`config.mk`:
```
export PLATFORM = sky130hd
export DESIGN_NAME = config_write_arbiter
export DESIGN_NICKNAME = d
export VERILOG_FILES = /design/src/rtl/config_arb_pkg.sv /design/src/rtl/config_word_fifo.sv /design/src/rtl/config_write_arbiter.sv
export SDC_FILE = /design/constraint.sdc
export NUM_CORES = 1
export LEC_CHECK = 0
export CAP_MARGIN = 20
export CORE_MARGIN = 3
export CORE_UTILIZATION = 30
export DETAILED_ROUTE_END_ITERATION = 10
export PLACE_DENSITY = 0.6
export SLEW_MARGIN = 20
export SYNTH_ARGS = -nofsm -noshare
export SYNTH_HDL_FRONTEND = slang
export SYNTH_SLANG_ARGS = --single-unit
```
`constraint.sdc`:
```
create_clock -name CLK -period 4.15 [get_ports CLK]
set_input_delay 0.83 -clock CLK [delete_from_list [all_inputs] [get_ports CLK]]
set_output_delay 0.83 -clock CLK [all_outputs]
set_load 0.01 [all_outputs]
```
`src/rtl/config_arb_pkg.sv`:
```
// rtl/config_arb_pkg.sv - shared encodings for the configuration write arbiter
package config_arb_pkg;

    typedef enum logic [1:0] {
        ST_IDLE       = 2'd0,
        ST_GRANT_UART = 2'd1,
        ST_GRANT_PAR  = 2'd2,
        ST_DRAIN      = 2'd3
    } arb_state_t;

    localparam logic [1:0] OWNER_NONE = 2'b00;
    localparam logic [1:0] OWNER_UART = 2'b01;
    localparam logic [1:0] OWNER_PAR  = 2'b10;

endpackage

```
`src/rtl/config_word_fifo.sv`:
```
// rtl/config_word_fifo.sv - synchronous word FIFO between the granted loader and the frame writer
module config_word_fifo #(
    parameter int DEPTH = 4,
    parameter int WIDTH = 32
) (
    input  logic                     clk,
    input  logic                     rst,
    input  logic                     push,
    input  logic [WIDTH-1:0]         push_data,
    input  logic                     pop,
    output logic [WIDTH-1:0]         head_data,
    output logic                     full,
    output logic                     empty,
    output logic [$clog2(DEPTH):0]   count
);

    localparam int AW = $clog2(DEPTH);

    logic [AW:0]      wr_ptr_q, wr_ptr_d;
    logic [AW:0]      rd_ptr_q, rd_ptr_d;
    logic [WIDTH-1:0] mem_q [DEPTH];
    logic             do_push, do_pop;

    // The extra pointer bit separates the full case from the empty case.
    assign empty = (wr_ptr_q == rd_ptr_q);
    assign full  = (wr_ptr_q[AW] != rd_ptr_q[AW]) && (wr_ptr_q[AW-1:0] == rd_ptr_q[AW-1:0]);
    assign count = wr_ptr_q - rd_ptr_q;

    assign do_pop  = pop && !empty;
    assign do_push = push && (!full || do_pop);

    assign head_data = mem_q[rd_ptr_q[AW-1:0]];

    always_comb begin
        wr_ptr_d = do_push ? wr_ptr_q + 1'b1 : wr_ptr_q;
        rd_ptr_d = do_pop  ? rd_ptr_q + 1'b1 : rd_ptr_q;
    end

    always_ff @(posedge clk or posedge rst) begin
        if (rst) begin
            wr_ptr_q <= '0;
            rd_ptr_q <= '0;
        end else begin
            wr_ptr_q <= wr_ptr_d;
            rd_ptr_q <= rd_ptr_d;
        end
    end

    always_ff @(posedge clk) begin
        if (do_push) begin
            mem_q[wr_ptr_q[AW-1:0]] <= push_data;
        end
    end

endmodule

```
`src/rtl/config_write_arbiter.sv`:
```
// rtl/config_write_arbiter.sv - session arbiter sharing the config word bus between UART and parallel loaders
module config_write_arbiter
    import config_arb_pkg::*;
#(
    parameter int FIFO_DEPTH   = 4,
    parameter int IDLE_TIMEOUT = 16777,
    parameter int PRIO_PAR     = 0
) (
    input  logic        CLK,
    input  logic        reset,
    input  logic        UartActive,
    input  logic [31:0] UartWriteData,
    input  logic        UartWriteStrobe,
    input  logic        ParActive,
    input  logic [31:0] ParWriteData,
    input  logic        ParWriteStrobe,
    input  logic        CfgReady,
    output logic [31:0] CfgWriteData,
    output logic        CfgValid,
    output logic [1:0]  Owner,
    output logic        Overflow,
    output logic        Rejected,
    output logic        TimedOut,
    output logic        SessionDone
);

    localparam int AW = $clog2(FIFO_DEPTH);
    localparam int CW = $clog2(IDLE_TIMEOUT + 1);
    localparam logic [CW-1:0] TIMEOUT_LOAD = CW'(IDLE_TIMEOUT);

    arb_state_t  state_q, state_d;
    logic [1:0]  owner_q, owner_d;
    logic [CW-1:0] cnt_q, cnt_d;
    logic        mask_uart_q, mask_uart_d;
    logic        mask_par_q, mask_par_d;
    logic        overflow_q, overflow_d;
    logic        timed_out_q, timed_out_d;
    logic        rejected_q, rejected_d;
    logic        session_done_q, session_done_d;

    logic        fifo_full, fifo_empty, pop, push;
    logic [AW:0] fifo_count, fifo_count_next;
    logic        owner_strobe, owner_active, req_uart, req_par;
    logic [31:0] owner_data;

    assign pop          = !fifo_empty && CfgReady;
    assign owner_strobe = ((state_q == ST_GRANT_UART) && UartWriteStrobe) ||
                          ((state_q == ST_GRANT_PAR)  && ParWriteStrobe);
    assign owner_active = (state_q == ST_GRANT_PAR) ? ParActive : UartActive;
    assign owner_data   = (state_q == ST_GRANT_PAR) ? ParWriteData : UartWriteData;
    assign push         = owner_strobe && (!fifo_full || pop);
    assign req_uart     = UartActive && !mask_uart_q;
    assign req_par      = ParActive && !mask_par_q;
    assign fifo_count_next = fifo_count + {{AW{1'b0}}, push} - {{AW{1'b0}}, pop};

    config_word_fifo #(
        .DEPTH (FIFO_DEPTH),
        .WIDTH (32)
    ) u_fifo (
        .clk       (CLK),
        .rst       (reset),
        .push      (push),
        .push_data (owner_data),
        .pop       (pop),
        .head_data (CfgWriteData),
        .full      (fifo_full),
        .empty     (fifo_empty),
        .count     (fifo_count)
    );

    always_comb begin
        state_d     = state_q;
        owner_d     = owner_q;
        cnt_d       = cnt_q;
        overflow_d  = overflow_q;
        timed_out_d = timed_out_q;
        rejected_d  = 1'b0;
        // A mask only lets go once its loader has withdrawn its request.
        mask_uart_d = mask_uart_q && UartActive;
        mask_par_d  = mask_par_q && ParActive;

        case (state_q)
            ST_IDLE: begin
                if (req_uart || req_par) begin
                    if (req_uart && (!req_par || PRIO_PAR == 0)) begin
                        state_d = ST_GRANT_UART;
                        owner_d = OWNER_UART;
                    end else begin
                        state_d = ST_GRANT_PAR;
                        owner_d = OWNER_PAR;
                    end
                    cnt_d       = TIMEOUT_LOAD;
                    overflow_d  = 1'b0;
                    timed_out_d = 1'b0;
                end
            end
            ST_GRANT_UART, ST_GRANT_PAR: begin
                rejected_d = (state_q == ST_GRANT_UART) ? ParWriteStrobe : UartWriteStrobe;
                if (owner_strobe) begin
                    cnt_d = TIMEOUT_LOAD;
                    if (!push) begin
                        overflow_d = 1'b1;
                    end
                end else begin
                    cnt_d = cnt_q - 1'b1;
                end
                if (!owner_active) begin
                    state_d = ST_DRAIN;
                end else if (!owner_strobe && (cnt_q <= CW'(1))) begin
                    state_d     = ST_DRAIN;
                    timed_out_d = 1'b1;
                    if (state_q == ST_GRANT_UART) begin
                        mask_uart_d = 1'b1;
                    end else begin
                        mask_par_d = 1'b1;
                    end
                end
            end
            default: begin
                rejected_d = UartWriteStrobe || ParWriteStrobe;
                if (fifo_empty) begin
                    state_d = ST_IDLE;
                    owner_d = OWNER_NONE;
                end
            end
        endcase

        // Pulse in the first DRAIN cycle that sees an empty FIFO.
        session_done_d = (state_d == ST_DRAIN) && (fifo_count_next == '0);
    end

    always_ff @(posedge CLK or posedge reset) begin
        if (reset) begin
            state_q        <= ST_IDLE;
            owner_q        <= OWNER_NONE;
            cnt_q          <= '0;
            mask_uart_q    <= 1'b0;
            mask_par_q     <= 1'b0;
            overflow_q     <= 1'b0;
            timed_out_q    <= 1'b0;
            rejected_q     <= 1'b0;
            session_done_q <= 1'b0;
        end else begin
            state_q        <= state_d;
            owner_q        <= owner_d;
            cnt_q          <= cnt_d;
            mask_uart_q    <= mask_uart_d;
            mask_par_q     <= mask_par_d;
            overflow_q     <= overflow_d;
            timed_out_q    <= timed_out_d;
            rejected_q     <= rejected_d;
            session_done_q <= session_done_d;
        end
    end

    assign CfgValid    = !fifo_empty;
    assign Owner       = owner_q;
    assign Overflow    = overflow_q;
    assign Rejected    = rejected_q;
    assign TimedOut    = timed_out_q;
    assign SessionDone = session_done_q;

endmodule
```
== Yosys cells after proc, flatten, opt, wreduce, memory -nomap -nowiden ==
Memories as Yosys holds them, arrays and structs flattened.
Cells that the tools add are included.

* Word-level logic and storage cells: 96
* Bits of input ports: 71
* Output and inout bits: 39
* Memories: 1
* Register bits: 31
* Bits in writable memories: 128

{| class="wikitable"
|+ Memories
! memory !! words !! bits a word !! rd ports !! clocked after memory_dff !! write ports !! RTL line !! source
|-
| u_fifo.mem_q || 4 || 32 || 1 || 0 || 1 || config_word_fifo.sv:21 || <nowiki>logic [WIDTH-1:0] mem_q [DEPTH];</nowiki>
|}

* $lt $le $gt $ge: 1
* Multiplexer cells: 33
* Add/subtract/negate cells: 6
* Bitwise gates (word level): 1
* Reduce and logical (&&, ||, !) cells: 32
* Equality and inequality tests: 11

{| class="wikitable"
|+ Operators by type and width
! operator !! count
|-
| 32-bit 2-to-1 mux || 1
|-
| 15-bit 2-to-1 mux || 2
|-
| 15-bit one-hot mux with 2 select lines || 1
|-
| 1-bit 2-to-1 mux || 17
|-
| 15-bit by 1-bit <= comparator with 1-bit output (second input constant) || 1
|-
| 15-bit by 1-bit subtractor with 15-bit output (second input constant) || 1
|-
| 2-bit 2-to-1 mux || 7
|-
| 1-bit logical AND || 13
|-
| 2-bit inequality test (second input constant) || 5
|-
| 2-bit one-hot mux with 2 select lines || 2
|-
| 4-bit AND reduction || 2
|-
| 3-bit by 1-bit adder with 3-bit output (second input constant) || 2
|-
| 1-bit one-hot mux with 2 select lines || 3
|-
| 1-bit logical NOT || 5
|-
| 1-bit logical OR || 5
|-
| 2-bit equality test (second input constant) || 2
|-
| 2-bit nonzero test || 2
|-
| 3-bit by 1-bit adder with 3-bit output || 1
|-
| 3-bit equality test || 1
|-
| 3-bit logical NOT || 1
|-
| 3-bit AND reduction || 1
|-
| 3-bit by 1-bit subtractor with 3-bit output || 1
|-
| 3-bit subtractor || 1
|-
| 2-bit by 1-bit equality test with 1-bit output (second input constant) || 1
|-
| 6 further kinds || 6
|}

== Depth between registers and ports, before layout ==
* Depth after elaboration: 10
* Gate-level depth with buffers: 14
* Gate-level depth less buffers: 13

== Hierarchy ==
From an unflattened synthesis, not the netlist that was laid out.

* Cell total of the unflattened synthesis: 416
* Area total of the unflattened synthesis: 7,000.5 µm²

{| class="wikitable"
|+ By module, submodules not included
! module !! cells each !! times used !! seq. area each (µm²) !! area an instance (µm²)
|-
| config_word_fifo || 214 || 1 || 3,993.8 || 5,071.1
|-
| config_write_arbiter || 202 || 1 || 625.6 || 1,929.4
|}

== Least setup slack after synthesis ==
OpenSTA, ideal clock, no wires.

* Path kind: reg-to-reg
* Start point: register state_q[0]
* End point: register session_done_q, in the netlist SessionDone
* Stages on the path, launching flop included: 15
* Library setup time: 0.068 ns
* Path buffers: 1
* Slack: 1.070 ns
* Required time: 4.082 ns
* Clock period less this slack: 3.080 ns
* Arrival: 3.012 ns
* Cells stage by stage: dfrtp_1 -> inv_1 -> ha_1 -> clkbuf_1 -> a22oi_1 -> a31oi_1 -> fa_1 -> inv_1 -> fa_1 -> inv_1 -> ha_1 -> xor2_1 -> xnor2_1 -> nor3_1 -> and4bb_1

* Longest elaborated chain between the ends: 10
* Elaborated cells on any way between the ends: 21
* Those cells by class: add/sub: 2; eq/ne: 3; mux: 6; reduce/logical: 10

{| class="wikitable"
|+ RTL lines
! item !! RTL line !! source
|-
| from (decl) || config_write_arbiter.sv:31 || <nowiki>arb_state_t state_q, state_d;</nowiki>
|-
| from (signal assigned) || config_write_arbiter.sv:144 || <nowiki>state_q <= state_d;</nowiki>
|-
| parallel branches: the longest is 9 deep, another holds 3-bit by 1-bit adder with 3-bit output || -- ||
|-
| 1-bit logical AND (*) || config_write_arbiter.sv:129 || <nowiki>session_done_d = (state_d == ST_DRAIN) && (fifo_count_next == '0);</nowiki>
|-
| via session_done_d || config_write_arbiter.sv:39 || <nowiki>logic session_done_q, session_done_d;</nowiki>
|-
| to (signal assigned) || config_write_arbiter.sv:152 || <nowiki>session_done_q <= session_done_d;</nowiki>
|-
| to (decl) || config_write_arbiter.sv:39 ||
|}

Mark *: on every way through the listed nets, which the timed path passes.
A chain may end at the register's enable or synchronous reset.

== Final worst setup path ==
* Start point: register u_fifo.rd_ptr_q[0]
* End point: output CfgWriteData[2]

* Longest elaborated chain between the ends: 1

{| class="wikitable"
|+ RTL lines
! item !! RTL line !! source
|-
| from (decl) || config_word_fifo.sv:20 || <nowiki>logic [AW:0] rd_ptr_q, rd_ptr_d;</nowiki>
|-
| from (signal assigned) || config_word_fifo.sv:45 || <nowiki>rd_ptr_q <= rd_ptr_d;</nowiki>
|-
| memory 4 x 32 bit || -- ||
|-
| to (decl) || config_write_arbiter.sv:18 || <nowiki>output logic [31:0] CfgWriteData,</nowiki>
|}

Every way passes these cells.

==> impl_metrics.json <==
{
  "outcome": "finished, final reports clean",
  "clk_path_buf_depth": 2,
  "vias_per_cell": 4.80,
  "cpMaxStageDelayCell": "dfrtp_2",
  "tightest_slew_ns": 0.927,
  "synth-edff-count": 128,
  "worstSetupEndpoint": "CfgWriteData[2]",
  "cts.clk_slew.worst_paths_ns": 0.06,
  "dp.cells": 783,
  "grt_max_degree": 36,
  "firstDrtPassIters": 4,
  "ff_latch_area_sq_um": 4620,
  "rows": 54,
  "start_util_pct": 31.0,
  "fillerInstances": 2024,
  "p_per_area_nw_per_um2": 711,
  "startpoint": "u_fifo.rd_ptr_q[0]",
  "slew_headroom_pct": 38.2,
  "syn_nets": 487,
  "multi_input_area_sq_um": 2130,
  "insertion_delay_ns": 0.42,
  "wl_per_cell_microns": 17.5,
  "ant_nets": 0,
  "place_congestion": 0.836,
  "drv_cap": 0,
  "seq_area_frac_synth_pct": 67.2,
  "cts.sinks": 159,
  "synth_top_cell_area_share_pct": 55.9,
  "overflow": 0,
  "cts_tree": "built",
  "antenna_found_initial": 0,
  "post_cts_resized": 0,
  "die_h_microns": 157,
  "grt_pass1_wl_mm": 22.5,
  "synth_top_cells_by_count": "128 x edfxtp_1, 33 x mux2_2, 32 x mux4_2",
  "worstPathArrival_ns": 2.70,
  "cp_slowest_stage_delay_ns": 0.67,
  "async_flop_share_pct": 19.5,
  "synth_compound_area_share_pct": 3.71,
  "hold_class": "register to register",
  "core_sq_um": 22200,
  "grt.total_usage_pct": 12.1,
  "drv_slew": 0,
  "cts_buffers": 17,
  "period_minus_slack_ns": 3.53,
  "io_buffers": 109,
  "drc": 0,
  "die_area_sq_um": 24800,
  "synthCells": 401,
  "synthMuxAreaShare_pct": 16.1,
  "fin_total_pwr_mw": 6.31,
  "final_nets": 608,
  "ff2ff_setup_slack_ns": 0.96,
  "layout-drive-gt1-share_pct": 22.3,
  "fin_crit_sh_pct": 85.1,
  "rr_endpoint": "SessionDone",
  "synth.most_common_cell": "edfxtp_1",
  "area_growth_pct": 29.1,
  "worstReg2RegStart": "u_fifo.rd_ptr_q[0]",
  "drt_iter0_drc": 146,
  "path_max_fanout": 22,
  "drt_wl_total_mm": 14.3,
  "synthAdderAreaFrac_pct": 2.95,
  "ys_types": 49,
  "fmax_mhz": 283,
  "syn_area_per_cell_sq_um": 17.1,
  "rsz0062_at_grt": "no",
  "synth_ff_type": "edfxtp_1",
  "cts_setup_buffers": 0,
  "ios": 110,
  "finalNonFillerCells": 814,
  "tns_ns": 0,
  "vias": 3908,
  "die_w_microns": 157,
  "synth-xor-area-share_pct": 2.17,
  "hold_buffers": 0,
  "leakagePower_nw": 3.09,
  "end_kind": "primary output",
  "n_antenna_cell": 0,
  "hpwl_mm": 9.60,
  "synth_area_sq_um": 6870,
  "final_hold_viol_count": 0,
  "worstPathRequired_ns": 3.32,
  "path_cells": "buf_4 -> mux4_2 -> clkdlybuf4s50_1",
  "synth_top_family_by_area": "multiplexers",
  "critPathKind": "register to primary output",
  "ys_top_cells_by_area": "edfxtp_1 56%, dfrtp_1 11%, mux4_2 10%",
  "rr_worst_depth": 13,
  "synth_top_cell_by_area": "edfxtp_1",
  "first_global_vias": 4186,
  "setup_viol_count_final": 0,
  "max-vdd-ir-drop_mv": 0.259,
  "ys_ff_latch": 159,
  "clockRootBuffer": "clkbuf_16",
  "synthSimpleGateAreaFrac_pct": 6.01,
  "fin_worst_skew_ns": 0.0102,
  "startpoint_type": "register",
  "htreeDepth": 4,
  "yosys_warnings": 0
}
## flip-flops by register name, summed over array words and instances (netlist names)
name and cells:
Rejected 1, mask_par_q 1, cnt_q 15, Owner 2, u_fifo.mem_q 128, u_fifo.rd_ptr_q 3, TimedOut 1, mask_uart_q 1
u_fifo.wr_ptr_q 3, Overflow 1, SessionDone 1, state_q 2
## metrics by stage
| stage | hold slack [ns] | setup WS (ns) | utilization [%] | cell area [sq um] |
|---|---|---|---|---|
| after CTS | 0.496 | 0.485 | 40.1 | 8880 |
| after detailed placement | 0.482 | 0.547 | 37.6 | 8330 |
| after global placement | 0.475 | 0.610 | 37.6 | 8330 |
| after floorplan | 0.449 | 1.07 | - | 6870 |
| after global routing | 0.527 | 0.363 | 40.1 | 8880 |
| final | 0.490 | 0.620 | 40.1 | 8880 |
## placed cells by master (no fill, tap or decap), types with 8 or more instances in the layout
| master | n |
|---|---|
| edfxtp_1 | 128 |
| o21ai_0 | 8 |
| mux2_2 | 33 |
| dfrtp_1 | 29 |
| nor2_1 | 16 |
| mux4_2 | 32 |
| inv_1 | 14 |
| nand2_1 | 18 |
| a21oi_1 | 8 |
| clkdlybuf4s50_1 | 109 |
| clkbuf_16 | 17 |
| xnor2_1 | 12 |
| ha_1 | 12 |
| buf_4 | 11 |
## worst min path at each step
stage / start / end / slack, ns / depth (start not counted)
6_report: u_fifo.wr_ptr_q[2] / u_fifo.wr_ptr_q[2] / 0.49 / 1
5_1_grt: Overflow / Overflow / 0.53 / 1
4_1_cts: u_fifo.wr_ptr_q[2] / u_fifo.wr_ptr_q[2] / 0.50 / 1
3_5_place_dp: Overflow / Overflow / 0.48 / 1
3_3_place_gp: mask_par_q / mask_par_q / 0.48 / 2
2_1_floorplan: mask_par_q / mask_par_q / 0.45 / 2
## power breakdown
| part | leakage (nW) | switching, mW | internal (mW) |
|---|---|---|---|
| sequential | 1.55 | 0.169 | 2.17 |
| combinational | 1.28 | 1.29 | 1.26 |
| clock | 0.264 | 0.605 | 0.819 |
## worst max-delay path: cells and delay by family, from the launching register on
kind | cells | cell delay [ns]
buf+inv | 2 | 1.00
flops | 1 | 0.67
mux | 1 | 0.59
## area by class of cell
| cell class | instances | area share, % |
|---|---|---|
| flip-flops and latches | 159 | 52.1 |
| multi-input cells | 209 | 24.0 |
| repair buffers | 120 | 13.2 |
| clock buffers | 17 | 4.79 |
| well taps | 280 | 3.95 |
| clock inverters | 14 | 1.33 |
| inverters | 15 | 0.634 |
## per-layer routing
metal  vias to the layer above  wire length (microns)  global-route usage, %
met5                         -                      0                      0
met1                      1983                   5980                   14.6
met4                         0                    225                   3.88
li1                       1800                      -                      -
met3                        16                    777                   3.88
met2                       109                   7290                   20.5
## cells by family after synthesis
group                    Yosys count
adder cells (fa/ha/maj)           15
XOR/XNOR                          17
buffers and inverters             33
AND/OR/NAND/NOR                   71
AO/OA/AOI/OAI                     40
flip-flops                       159
multiplexers                      66
Note: power is estimated with default switching activity, not from simulation.
